File: config.mk
export PLATFORM = sky130hd
export DESIGN_NAME = fetch_sequencer
export DESIGN_NICKNAME = d
export VERILOG_FILES = /design/src/rtl/fetch_sequencer.sv
export SDC_FILE = /design/constraint.sdc
export NUM_CORES = 1
export LEC_CHECK = 0
export BUFFER_PORTS_ARGS = -buffer_cell sky130_fd_sc_hd__buf_2
export CAP_MARGIN = 10
export CORE_AREA = 2 2 77 79
export CTS_BUF_LIST = sky130_fd_sc_hd__clkbuf_4
export DETAILED_ROUTE_END_ITERATION = 6
export DIE_AREA = 0 0 79 81
export GPL_ROUTABILITY_DRIVEN = 0
export PLACE_DENSITY = 0.86
export SLEW_MARGIN = 20
export SYNTH_ARGS = -nofsm -noshare
export SYNTH_HDL_FRONTEND = slang
export SYNTH_SLANG_ARGS = --single-unit
export TNS_END_PERCENT = 30
File: constraint.sdc
create_clock -name CLK -period 3.8 [get_ports CLK]
set_input_delay 0.57 -clock CLK [delete_from_list [all_inputs] [get_ports CLK]]
set_output_delay 0.57 -clock CLK [all_outputs]
set_load 0.02 [all_outputs]
File: src/rtl/fetch_sequencer.sv
// fetch_sequencer
//   Multi-cycle fetch/execute controller. It fetches one instruction from a
//   variable-latency instruction memory, holds it in the instruction register
//   that feeds the core, and gives the core exactly one CORE_EN step per
//   executed instruction. Sequencing ends on the halt opcode, on a STOP
//   request (at the next instruction boundary), or, optionally, on a fetch
//   timeout.
//
//   Optional feature macro: FETCH_SEQ_TIMEOUT_EN
//     defined   : FETCH gives up after TIMEOUT_CYCLES+1 cycles without
//                 MEM_READY and the block parks in ERR (ERROR=1).
//     undefined : FETCH waits indefinitely; ERROR is tied to 0.
//
//   Ports
//     CLK          in   clock, all state changes on rising edge
//     RESET        in   synchronous active-low reset
//     START        in   begin sequencing from IDLE
//     STOP         in   stop at the next instruction boundary
//     PC           in   current PC from the core
//     MEM_REQ      out  fetch request (high in FETCH)
//     MEM_ADDR     out  fetch address (registered)
//     MEM_READY    in   memory response valid
//     MEM_RDATA    in   fetched instruction
//     INSTRUCTION  out  instruction register feeding the core
//     CORE_EN      out  one-cycle step enable for the core (high in EXEC)
//     BUSY         out  high in FETCH, EXEC and SETTLE
//     HALTED       out  sticky halt-opcode flag
//     ERROR        out  sticky fetch-timeout flag
//     INSTR_COUNT  out  executed-instruction count (wraps)

module fetch_sequencer #(
  parameter int unsigned PC_WIDTH       = 32,
  parameter int unsigned INSTR_WIDTH    = 19,
  parameter logic [3:0]  HALT_OPCODE    = 4'hF,
  parameter int unsigned TIMEOUT_CYCLES = 15
) (
  input  logic                   CLK,
  input  logic                   RESET,
  input  logic                   START,
  input  logic                   STOP,
  input  logic [PC_WIDTH-1:0]    PC,
  output logic                   MEM_REQ,
  output logic [PC_WIDTH-1:0]    MEM_ADDR,
  input  logic                   MEM_READY,
  input  logic [INSTR_WIDTH-1:0] MEM_RDATA,
  output logic [INSTR_WIDTH-1:0] INSTRUCTION,
  output logic                   CORE_EN,
  output logic                   BUSY,
  output logic                   HALTED,
  output logic                   ERROR,
  output logic [15:0]            INSTR_COUNT
);

  localparam logic [2:0] S_IDLE   = 3'd0;
  localparam logic [2:0] S_FETCH  = 3'd1;
  localparam logic [2:0] S_EXEC   = 3'd2;
  localparam logic [2:0] S_SETTLE = 3'd3;
  localparam logic [2:0] S_HALT   = 3'd4;
  localparam logic [2:0] S_ERR    = 3'd5;

  logic [2:0]             state_q, state_d;
  logic                   stop_q, stop_d;
  logic [PC_WIDTH-1:0]    addr_q, addr_d;
  logic [INSTR_WIDTH-1:0] instr_q, instr_d;
  logic [15:0]            count_q, count_d;
  logic                   fetch_is_halt;
  logic                   timeout;

  assign fetch_is_halt = (MEM_RDATA[INSTR_WIDTH-1 -: 4] == HALT_OPCODE);

`ifdef FETCH_SEQ_TIMEOUT_EN
  localparam logic [3:0] TIMEOUT_LIMIT = 4'(TIMEOUT_CYCLES);

  logic [3:0] wait_q, wait_d;

  // Held at zero outside FETCH, so every entry into FETCH starts from zero.
  always_comb begin
    wait_d = wait_q;
    if (state_q != S_FETCH) begin
      wait_d = '0;
    end else if (!MEM_READY) begin
      wait_d = wait_q + 4'd1;
    end
  end

  always_ff @(posedge CLK) begin
    if (!RESET) begin
      wait_q <= '0;
    end else begin
      wait_q <= wait_d;
    end
  end

  // A ready in the final allowed cycle still completes the fetch.
  assign timeout = (state_q == S_FETCH) && !MEM_READY && (wait_q == TIMEOUT_LIMIT);
  assign ERROR   = (state_q == S_ERR);
`else
  assign timeout = 1'b0;
  assign ERROR   = 1'b0;
`endif

  always_comb begin
    state_d = state_q;
    addr_d  = addr_q;
    instr_d = instr_q;
    count_d = count_q;
    case (state_q)
      S_IDLE: begin
        if (START && !STOP) begin
          state_d = S_FETCH;
          addr_d  = PC;
        end
      end
      S_FETCH: begin
        if (MEM_READY) begin
          instr_d = MEM_RDATA;
          state_d = fetch_is_halt ? S_HALT : S_EXEC;
        end else if (timeout) begin
          state_d = S_ERR;
        end
      end
      S_EXEC: begin
        state_d = S_SETTLE;
        count_d = count_q + 16'd1;
      end
      S_SETTLE: begin
        if (stop_q) begin
          state_d = S_IDLE;
        end else begin
          state_d = S_FETCH;
          addr_d  = PC;
        end
      end
      S_HALT:  state_d = S_HALT;
      S_ERR:   state_d = S_ERR;
      default: state_d = S_IDLE;
    endcase
  end

  // STOP is only remembered while sequencing and is dropped on return to IDLE.
  always_comb begin
    stop_d = stop_q;
    if (state_d == S_IDLE) begin
      stop_d = 1'b0;
    end else if ((state_q != S_IDLE) && STOP) begin
      stop_d = 1'b1;
    end
  end

  always_ff @(posedge CLK) begin
    if (!RESET) begin
      state_q <= S_IDLE;
      stop_q  <= 1'b0;
      addr_q  <= '0;
      instr_q <= '0;
      count_q <= '0;
    end else begin
      state_q <= state_d;
      stop_q  <= stop_d;
      addr_q  <= addr_d;
      instr_q <= instr_d;
      count_q <= count_d;
    end
  end

  assign MEM_REQ     = (state_q == S_FETCH);
  assign MEM_ADDR    = addr_q;
  assign INSTRUCTION = instr_q;
  assign CORE_EN     = (state_q == S_EXEC);
  assign BUSY        = (state_q == S_FETCH) || (state_q == S_EXEC) || (state_q == S_SETTLE);
  assign HALTED      = (state_q == S_HALT);
  assign INSTR_COUNT = count_q;

endmodule

======== Word-level counts from Yosys, hierarchy flattened ========
Index checks and enable logic that the tools add are counted.
word-level totals
  output and inout port bits .............. 72
  word-level logic and storage cells ...... 35
  register bits ........................... 71
cells by class
  add/sub/neg operators ................... 1
  bitwise gates (word level) .............. 1
  eq/ne operators ......................... 8
  mux-type cells .......................... 8
  reductions and logical operators ........ 12
operators with widths
  kind                   count
  $mux 32                2
  $pmux 32 s2            1
  $pmux 3 s6             1
  $add 16x1->16 const B  1
  $mux 3                 3
  $eq 3x2->1 const B     2
  $eq 3x3->1 const B     2
  $logic_not 3->1        2
  $eq 4x4->1 const B     1
  $ne 2x2->1 const B     2
  $eq 3x1->1 const B     1
  $reduce_and 3->1       1
  $reduce_bool 3->1      1
  $logic_and 1x1->1      2
  $logic_or 1x1->1       2
  $reduce_and 2->1       1
  $reduce_bool 2->1      1
  $reduce_or 2->1        1
  $logic_not 1->1        1
  $mux 1                 1
  $not 1->1              1

======== Longest topological paths before layout ========
Gate-level depths: netlist of run 1.
  depth after elaboration ................. 6
  gate-level depth with buffers ........... 7

======== Worst setup path before layout of run 1 ========
No wires, ideal clock.
  path type ............................... reg-to-reg
  from .................................... reg state_q[1]
  to ...................................... reg instr_q[10], in the netlist INSTRUCTION[10]
  setup time .............................. 132 ps
  stages on the path, launching flop included .. 7
  arrival ................................. 1,834 ps
  buffers on the path ..................... 2
  path slack .............................. 1,833 ps
  cell sequence ........................... dfxtp_1 -> buf_4 -> nor3b_1 -> nand2_1 -> clkbuf_1 -> nand2_1 -> a21oi_1
between the ends
  word-level cells in the longest chain between the ends .. 2
RTL lines
  element                            line  text
  from (decl)                        61    logic [2:0] state_q, state_d;
  from (signal assigned)             158   state_q <= state_d;
  $eq 3x1->1                         --
  named net MEM_REQ                  42    output logic MEM_REQ,
  $reduce_and 2->1 (no source line)  --
  to (signal assigned)               161   instr_q <= instr_d;
  to (decl)                          64    logic [INSTR_WIDTH-1:0] instr_q, instr_d;
The timed path passes the listed nets, and every way through them passes these cells.
A chain may end at the register's enable or synchronous reset.

======== Worst setup path in the final report of run 1 ========
  from .................................... reg state_q[1]
  to ...................................... out CORE_EN
between the ends
  word-level cells in the longest chain between the ends .. 1
RTL lines
  element     line  text
  $eq 3x2->1  169   assign CORE_EN = (state_q == S_EXEC);
  to (decl)   47    output logic CORE_EN,
No other way between the ends.

==> metrics, run 1 <==
synth warn 0; Crit. End Element primary output; critical path fanouts, max 10; Post-DP HPWL 4460 um; n_diodes 0; met2 GRT Util 33.2%; I/O pins ~130; fillers 522; unrepaired setup endpoints after global routing false; latest clock arrival within the worst-skew pair 0.41 ns; async set-reset flop share out of synthesis 0%; First DRT Iteration DRCs 111; buffer type at the clock tree root clkbuf_4; Reg-to-Reg End MEM_ADDR[3]$_SDFFE_PN0P_; Buf/Inv on CP 2; grt met1 use 24.6%; antenna-violating nets left 0; multi-input combinational cell area 1230 um2; total CTS buffers 9; Via-to-Cell Ratio approximately 5; Layout Nets about 480; CTS tree done; Worst slew margin 40.5%; initial antenna violation count 0; DRT Pass-1 Iters 4; syn_nets 362; reg2reg setup slack 1.52 ns; Core ar. roughly 5700 um2; # DRC 0; largest net degree at the start of global routing 69; GRT busiest layer met2; die area 6400 um2; Avg WL per Cell 12.5 um; final period demand of the worst path 2.40 ns; final wirelength 6290 um; first-pass GRT wire length 10,100 um; Synth cell types 38; initial core utilization 49.2%; status finished clean; Final Cycle Share between 60% and 70%; CP Class flip-flop to primary output; Final Skew 0.0170 ns; Crit path max-delay family simple AND/OR/NAND/NOR gates; PwrDens 409 nW/um2; Hold EP INSTRUCTION[9]$_SDFFE_PN0P_; EDFF count, synth 0; top_reg_cell synth dfxtp_1; hold_buf cts 0; H-Tree Depth 3; pins over their slew limit 0; vias in the first global route 2,267; setup TNS 0 ns; clock sinks 71; Seq/Total Area, Yosys 50.9%; global route overflow 0; Arr. time, crit path 1.83 ns; Final Hold Viols 0; commonest non-fill, non-tap cell in the layout buf_2; vias 2,496; Post-Syn Area between 2000 and 3000 um2; LEAKAGE around 0.0016 uW; clock buffer depth 2; DIE WIDTH 79 um; layout cells sized above 1 34.8%; Hold Path Origin MEM_RDATA[9]; Syn-to-layout area delta 27.1%; met3 Use GR 5.00%; Clock transition at path regs 0.12 ns; setup violators final 0; FMAX 0.417 GHz; most frequent cells in the layout buf_2 (126), dfxtp_1 (71), nor2_1 (48), nand2_1 (48), mux2i_1 (34); register area 1420 um2; Required @ worst endpoint between 3 and 4 ns; row count 28; class of the worst hold path input pin to flip-flop; number of port buffers approximately 130; Worst setup SP type flip-flop; Pwr Total 1450 uW; largest stage delay on the critical path between 0.5 and 0.6 ns; Avg Synthesized Cell Area a little over 9 um2; max-cap violations 0; total track usage 20.2%; register bit total from synthesis 71; crit path max-delay cell type or3b_1; Worst R2R Start state_q[0]$_SDFF_PN0_; Post-Syn Instances 305; Worst Max-Slew Pin Slew 0.891 ns; Hold Path Stages 3; R2R cell count 5; Die Y-Extent 81 um; Post-CTS Resized 0; Setup Buffers After CTS 0; worst path cell trace or3b_1 > inv_1 > buf_2; peak supply drop 0.238 mV
-- sequential cells by signal, summed over array words and instances, names as in the netlist --
register / cells
MEM_ADDR: 32
INSTRUCTION: 19
INSTR_COUNT: 16
state_q: 3
stop_q: 1
-- metal layers --
layer | vias to the layer above | wire [um]
li1 | 1253 | -
met4 | 0 | 121
met1 | 1140 | 2800
met3 | 11 | 450
met5 | - | 0
met2 | 92 | 2910
-- how the worst max path moves through the flow --
stage,from,end,slack (ns),cells after the start
6_report,state_q[1]$_SDFF_PN0_,CORE_EN,1.40,3
4_1_cts,state_q[1]$_SDFF_PN0_,CORE_EN,1.37,3
2_1_floorplan,state_q[1]$_SDFF_PN0_,INSTRUCTION[10]$_SDFFE_PN0P_,1.83,6
3_3_place_gp,STOP,MEM_ADDR[8]$_SDFFE_PN0P_,1.36,6
3_5_place_dp,STOP,MEM_ADDR[3]$_SDFFE_PN0P_,1.29,6
5_1_grt,state_q[1]$_SDFF_PN0_,CORE_EN,1.28,3
-- worst register-to-register path, cell delays in order (launching register included) --
cell and delay [ns]:
dfxtp_1 0.42, or4b_4 0.57, a21oi_4 0.61, buf_12 0.26
mux2i_1 0.21, nor2_1 0.06
-- layout make-up --
cell class | instances | area share (%)
clock inverter | 6 | 1.76
tap | 75 | 2.65
inverter | 4 | 0.459
multi-input combinational | 211 | 34.8
sequential | 71 | 40.1
timing repair buffer | 127 | 18.3
clock buffer | 9 | 1.90
-- cells in the mapped netlist (2+ instances only) --
master	instances	share of area, %
and2_1	2	0.45
nor2_1	48	6.5
buf_4	2	0.54
nand3_1	6	1.1
dfxtp_1	71	51
o21ai_0	4	0.72
nor3_1	5	0.90
nand2b_1	2	0.45
xor2_1	5	1.6
mux2i_1	34	12
nand2_1	48	6.5
nand4_1	6	1.3
or3_1	3	0.67
a21oi_1	25	4.5
xnor2_1	6	1.9
clkbuf_1	8	1.1
inv_1	3	0.40
buf_2	3	0.54
buf_6	5	2.0
-- power by group --
group / internal [uW] / switching [uW] / total (uW)
sequential: 774 / 19.1 / 794
combinational: 83.2 / 118 / 201
clock: 194 / 261 / 455
total: 1050 / 398 / 1450
-- cell families after synthesis --
logic type | share of synthesized area [%]
other | 0.134
buffers and inverters | 4.84
flip-flops | 50.9
XOR/XNOR | 3.45
AND/OR/NAND/NOR | 21.4
AO/OA/AOI/OAI | 6.59
adder cells (fa/ha/maj) | 0.448
multiplexers | 12.2
-- metrics by stage --
stage          utilization, %  hold slack, ns  area [um2]  setup WS, ns  instances
4_1_cts                  62.5           0.360        3550          1.37        503
3_5_place_dp             60.2           0.446        3420          1.29        488
3_3_place_gp             60.2           0.439        3420          1.36        488
5_1_grt                  62.5           0.353        3550          1.28        503
6_report                 62.5           0.388        3550          1.40        503
2_1_floorplan               -           0.486        2790          1.83        305
Power figures use the tool's default switching activity.
==> inputs of run 2 (changes only) <==
--- a/config.mk
+++ b/config.mk
@@ -7,12 +7,12 @@
 export LEC_CHECK = 0
 export BUFFER_PORTS_ARGS = -buffer_cell sky130_fd_sc_hd__buf_2
 export CAP_MARGIN = 10
-export CORE_AREA = 2 2 77 79
+export CORE_AREA = 2 2 84 86
 export CTS_BUF_LIST = sky130_fd_sc_hd__clkbuf_4
 export DETAILED_ROUTE_END_ITERATION = 6
-export DIE_AREA = 0 0 79 81
+export DIE_AREA = 0 0 86 88
 export GPL_ROUTABILITY_DRIVEN = 0
-export PLACE_DENSITY = 0.86
+export PLACE_DENSITY = 0.77
 export SLEW_MARGIN = 20
 export SYNTH_ARGS = -nofsm -noshare
 export SYNTH_HDL_FRONTEND = slang
==> constraint.sdc (replaced) <==
create_clock -name CLK -period 2.05 [get_ports CLK]
set_input_delay 0.3075 -clock CLK [delete_from_list [all_inputs] [get_ports CLK]]
set_output_delay 0.3075 -clock CLK [all_outputs]
set_load 0.02 [all_outputs]
==> run 2 against run 1 <==
Against the previous run:
- sequential share of layout area is 0.95 points lower
- sequential power is 85% higher
- first-iteration DRC count is 29% lower
- via count is 0.76% lower
- register-to-register slack worse by 1.4 ns
- critical endpoint unchanged
- highest routed layer unchanged
- final cell count is 2.4% higher
- combinational power is 94% higher
- non-clock buffer count is 6 higher
- largest power group unchanged
==> metrics, run 2 (synthesized netlist as in run 1, its figures left out) <==
status finished clean; class of the worst hold path input pin to flip-flop; vias in the first global route 2,355; Required @ worst endpoint ~1.7 ns; Avg WL per Cell 12.5 um; clock buffer depth 2; most frequent cells in the layout buf_2 (125), dfxtp_1 (69), nor2_1 (48), nand2_1 (48), mux2i_1 (34); n_diodes 0; number of port buffers 126; Syn-to-layout area delta 30.8%; First DRT Iteration DRCs 79; clock sinks 71; PwrDens 780 nW/um2; row count 30; max-cap violations 0; setup violators final 0; Post-DP HPWL ~4600 um; initial antenna violation count 0; Arr. time, crit path between 1.5 and 2 ns; latest clock arrival within the worst-skew pair 0.39 ns; setup TNS 0 ns; Die Y-Extent 88 um; vias 2,477; Clock transition at path regs 0.12 ns; total CTS buffers 9; total track usage 17.6%; Crit. End Element primary output; fillers ~630; initial core utilization between 40% and 50%; antenna-violating nets left 0; hold_buf cts 0; global route overflow 0; I/O pins 128; # DRC 0; pins over their slew limit 0; critical path fanouts, max 10; H-Tree Depth 3; Reg-to-Reg End MEM_ADDR[10]$_SDFFE_PN0P_; Final Cycle Share between 90% and 100%; layout cells sized above 1 36.3%; Hold EP INSTRUCTION[12]$_SDFFE_PN0P_; LEAKAGE 0.00168 uW; CP Class flip-flop to primary output; Final Hold Viols 0; commonest non-fill, non-tap cell in the layout buf_2; Final Skew 0.0115 ns; first-pass GRT wire length 10,600 um; buffer type at the clock tree root clkbuf_4; multi-input combinational cell area 1240 um2; CTS tree done; reg2reg setup slack 0.16 ns; Worst setup SP type flip-flop; DRT Pass-1 Iters 4; Via-to-Cell Ratio approximately 4.8; max FFs per register 32; unrepaired setup endpoints after global routing false; largest net degree at the start of global routing 53; final period demand of the worst path 1.95 ns; register area 1430 um2; DIE WIDTH about 86 um; Core ar. 6640 um2; Hold Path Origin MEM_RDATA[12]; Core Util, Final 55.0%; Layout Nets between 400 and 500; die area 7570 um2; Hold Path Stages 3; R2R cell count 6; Worst R2R Start state_q[1]$_SDFF_PN0_; final wirelength 6430 um; peak supply drop between 0.5 and 0.6 mV; worst hold margin 0.136 ns; FMAX 0.513 GHz
run 2: cell types whose count changed in the layout (fill, tap and decap cells not counted), sizes merged:
cell,change
clkinvlp,-2
clkbuf,+1
inv,+1
bufinv,+1
buf,+6
run 2: per-layer routing:
metal	vias to the layer above	track usage [%]	part of all wire, %
met2	91	29.4	47
met3	7	6.97	8.8
li1	1267	-	-
met1	1112	20.7	43
met5	-	0	0
met4	0	6.06	1.3
run 2: cell type report:
class	count	share of cell area [%]
Clock buffer	10	2.06
Clock inverter	6	2.33
Inverter	4	0.411
Multi-Input combinational cell	211	33.9
Sequential cell	71	39.1
Tap cell	80	2.74
Timing Repair Buffer	133	19.5
run 2: repair_timing:
item | CTS | global route
gates resized for setup | 3 | 3
setup endpoints to repair | 1 | 1
setup buffers | 0 | 1
run 2: how the worst max path moves through the flow:
stage                     startpoint  slack (ns)                           end  depth (start not counted)
2_1_floorplan  state_q[1]$_SDFF_PN0_        0.08  INSTRUCTION[10]$_SDFFE_PN0P_                          6
3_3_place_gp   state_q[1]$_SDFF_PN0_        0.27  INSTR_COUNT[12]$_SDFFE_PN0P_                          4
3_5_place_dp   state_q[1]$_SDFF_PN0_        0.22  INSTR_COUNT[12]$_SDFFE_PN0P_                          4
4_1_cts        state_q[0]$_SDFF_PN0_        0.02                       CORE_EN                          4
5_1_grt        state_q[0]$_SDFF_PN0_       0.003                       CORE_EN                          4
6_report       state_q[0]$_SDFF_PN0_         0.1                       CORE_EN                          4
run 2: worst max-delay path: stages, from the launching register on:
cell     delay (ns)
dfxtp_4        0.39
or3b_4         0.41
buf_4          0.18
inv_1          0.12
buf_4          0.16
run 2: per-stage QoR:
| step | power (uW) | area, um2 | std cells | setup WS, ns |
|---|---|---|---|---|
| floorplan | 1750 | 2790 | 305 | 0.0833 |
| global placement | 1880 | 3470 | 498 | 0.273 |
| detailed placement | 1890 | 3470 | 498 | 0.223 |
| CTS | 2880 | 3640 | 514 | 0.0153 |
| global route | 3000 | 3650 | 515 | 0.00265 |
| finish | 2850 | 3650 | 515 | 0.0988 |
run 2: report_power, final:
group / internal, uW / switching [uW]
Combinational: 165 / 224
Sequential: 1440 / 31.3
Clock: 505 / 487
Total: 2110 / 743
==> inputs of run 3 (changes only) <==
--- a/config.mk
+++ b/config.mk
@@ -7,12 +7,12 @@
 export LEC_CHECK = 0
 export BUFFER_PORTS_ARGS = -buffer_cell sky130_fd_sc_hd__buf_2
 export CAP_MARGIN = 10
-export CORE_AREA = 2 2 84 86
+export CORE_AREA = 2 2 80 82
 export CTS_BUF_LIST = sky130_fd_sc_hd__clkbuf_4
 export DETAILED_ROUTE_END_ITERATION = 6
-export DIE_AREA = 0 0 86 88
+export DIE_AREA = 0 0 82 84
 export GPL_ROUTABILITY_DRIVEN = 0
-export PLACE_DENSITY = 0.77
+export PLACE_DENSITY = 0.8
 export SLEW_MARGIN = 20
 export SYNTH_ARGS = -nofsm -noshare
 export SYNTH_HDL_FRONTEND = slang
==> constraint.sdc (replaced) <==
create_clock -name CLK -period 1.8 [get_ports CLK]
set_input_delay 0.27 -clock CLK [delete_from_list [all_inputs] [get_ports CLK]]
set_output_delay 0.27 -clock CLK [all_outputs]
set_load 0.02 [all_outputs]
==> run 3 against run 2 <==
Against the previous run:
- the run now ends with negative setup slack left
- clock power is 21% lower
- combinational power up 34%
- worst setup slack worse by 0.13 ns
- clock skew increased by 0.00064 ns
- hold slack got worse by 0.037 ns
- critical path type is now flip-flop to flip-flop
- largest power group unchanged
==> metrics, run 3 (synthesized netlist as in run 1, its figures left out) <==
die area 6890 um2; largest net degree at the start of global routing 26; Cell Count, Final, Fillers Out 525; worst path cell trace buf_6 > or4b_4 > a21oi_4 > buf_6 > clkbuf_16 > mux2i_1 > nor2_1; LEAKAGE roughly 0.0018 uW; total track usage 19.9%; P_int 2140 uW; most frequent cells in the layout buf_2 (124), dfxtp_1 (69), nor2_1 (48), nand2_1 (48), mux2i_1 (34); pins over their slew limit 0; row count 29; largest stage delay on the critical path around 0.49 ns; global route overflow 0; Post-DP HPWL 4600 um; Net Sw Power 831 uW; fillers 556; sw frac 28.0%; CP Class flip-flop to flip-flop; Clock transition at path regs roughly 0.12 ns; Crit. End Element flip-flop; Arr. time, crit path 2.10 ns; class of the worst hold path input pin to flip-flop; n_diodes 0; First DRT Iteration DRCs 61; status finished, violations left; antenna-violating nets left 0; final wirelength 6680 um; Required @ worst endpoint 2.07 ns; Final Skew 0.0122 ns; Layout Nets roughly 500; clock buffer depth 2; worst hold margin 0.0992 ns; DIE WIDTH a little over 80 um; DRT Pass-1 Iters 4; commonest non-fill, non-tap cell in the layout buf_2; I/O pins 128; initial core utilization a little under half; Syn-to-layout area delta 36.3%; buffer type at the clock tree root clkbuf_4; latest clock arrival within the worst-skew pair ~0.4 ns; CP most frequent cell buf_6; H-Tree Depth 3; PwrDens 780 nW/um2; first-pass GRT wire length 10,600 um; Final Hold Viols 0; vias 2,533; clock share of power 26.3%; vias in the first global route 2,443; total CTS buffers 9; max-cap violations 0; # DRC 0; Inst Count DP 504; setup violators final 3; Final Cycle Share 102%; Avg WL per Cell 12.7 um; initial antenna violation count 0; crit path max-delay cell type or4b_4; layout cells sized above 1 38.6%; final period demand of the worst path 1.83 ns; FMAX about 0.55 GHz; peak supply drop between 0.4 and 0.5 mV; clock sinks 71; Setup WS pre-CTS 0.0507 ns; hold_buf cts 0; Core Util, Final a little over three fifths; Die Y-Extent 84 um; Seq pwr share a little under three fifths; unrepaired setup endpoints after global routing true; Core ar. 6100 um2; number of port buffers ~130; setup ws final -0.0300 ns; logic gate share of total power ~18%; Worst setup SP type flip-flop; CTS tree done; max FFs per register 32; failing checks negative setup slack; critical path fanouts, max 6; Via-to-Cell Ratio 4.82
run 3: cell types whose count changed in the layout (fill, tap and decap cells not counted), moves of 2 or more:
cell,before,now
buf_4,6,13
buf_6,0,5
bufinv_16,2,0
clkbuf_16,0,2
clkinv_2,1,3
run 3: per-stage QoR:
stage                     area, um2  power (uW)  setup TNS [ns]
after floorplan                2800        1990          -0.141
after global placement         3550        2150               0
after detailed placement       3550        2170               0
after CTS                      3720        2960          -0.705
after global routing           3800        3120          -0.464
final                          3800        2970         -0.0630
run 3: timing repair:
item,4_1_cts,5_1_grt
cloned,1,2
buffers inserted,2,2
endpoints found under the hold margin,0,0
pin swaps,2,5
setup endpoints to repair,1,35
resized for setup,8,8
run 3: path summary, 6_finish.rpt:
kind,slack [ns],depth (start not counted),startpoint,endpoint
worst min register to register,0.46,2,INSTRUCTION[18]$_SDFFE_PN0P_,INSTRUCTION[18]$_SDFFE_PN0P_
worst max register to register,-0.03,7,state_q[1]$_SDFF_PN0_,MEM_ADDR[5]$_SDFFE_PN0P_
worst min-delay path,0.1,3,MEM_RDATA[9],INSTRUCTION[9]$_SDFFE_PN0P_
worst max-delay path,-0.03,7,state_q[1]$_SDFF_PN0_,MEM_ADDR[5]$_SDFFE_PN0P_
run 3: layout make-up:
type | instances | area [um2] | share of cell area (%)
Clock inverter | 5 | 27.5 | 0.723
Sequential cell | 71 | 1430 | 37.5
Multi-Input combinational cell | 211 | 1260 | 33.0
Tap cell | 77 | 96.3 | 2.53
Inverter | 4 | 17.5 | 0.460
Clock buffer | 9 | 67.6 | 1.78
Timing Repair Buffer | 148 | 912 | 24.0
run 3: critical path, delay by kind of cell (launching register included):
| kind | cells | cell delay (ns) |
|---|---|---|
| flops | 1 | 0.34 |
| simple gates | 2 | 0.55 |
| compound gates | 1 | 0.20 |
| mux | 1 | 0.21 |
| buf+inv | 3 | 0.41 |
run 3: power by group through the flow:
stage          sequential (uW)  clock (uW)  combinational [uW]
5_1_grt                   1680         878                 566
3_3_place_gp              1700           0                 454
2_1_floorplan             1770           0                 218
6_report                  1670         780                 520
3_5_place_dp              1700           0                 464
4_1_cts                   1670         800                 492
run 3: layer usage:
metal  routed length (um)  GRT usage (%)  up-vias
met5                    0              0        -
li1                     -              -     1297
met1                 2930           24.7     1127
met3                  573           6.17       10
met2                 3060           31.0       99
met4                  122           9.55        0
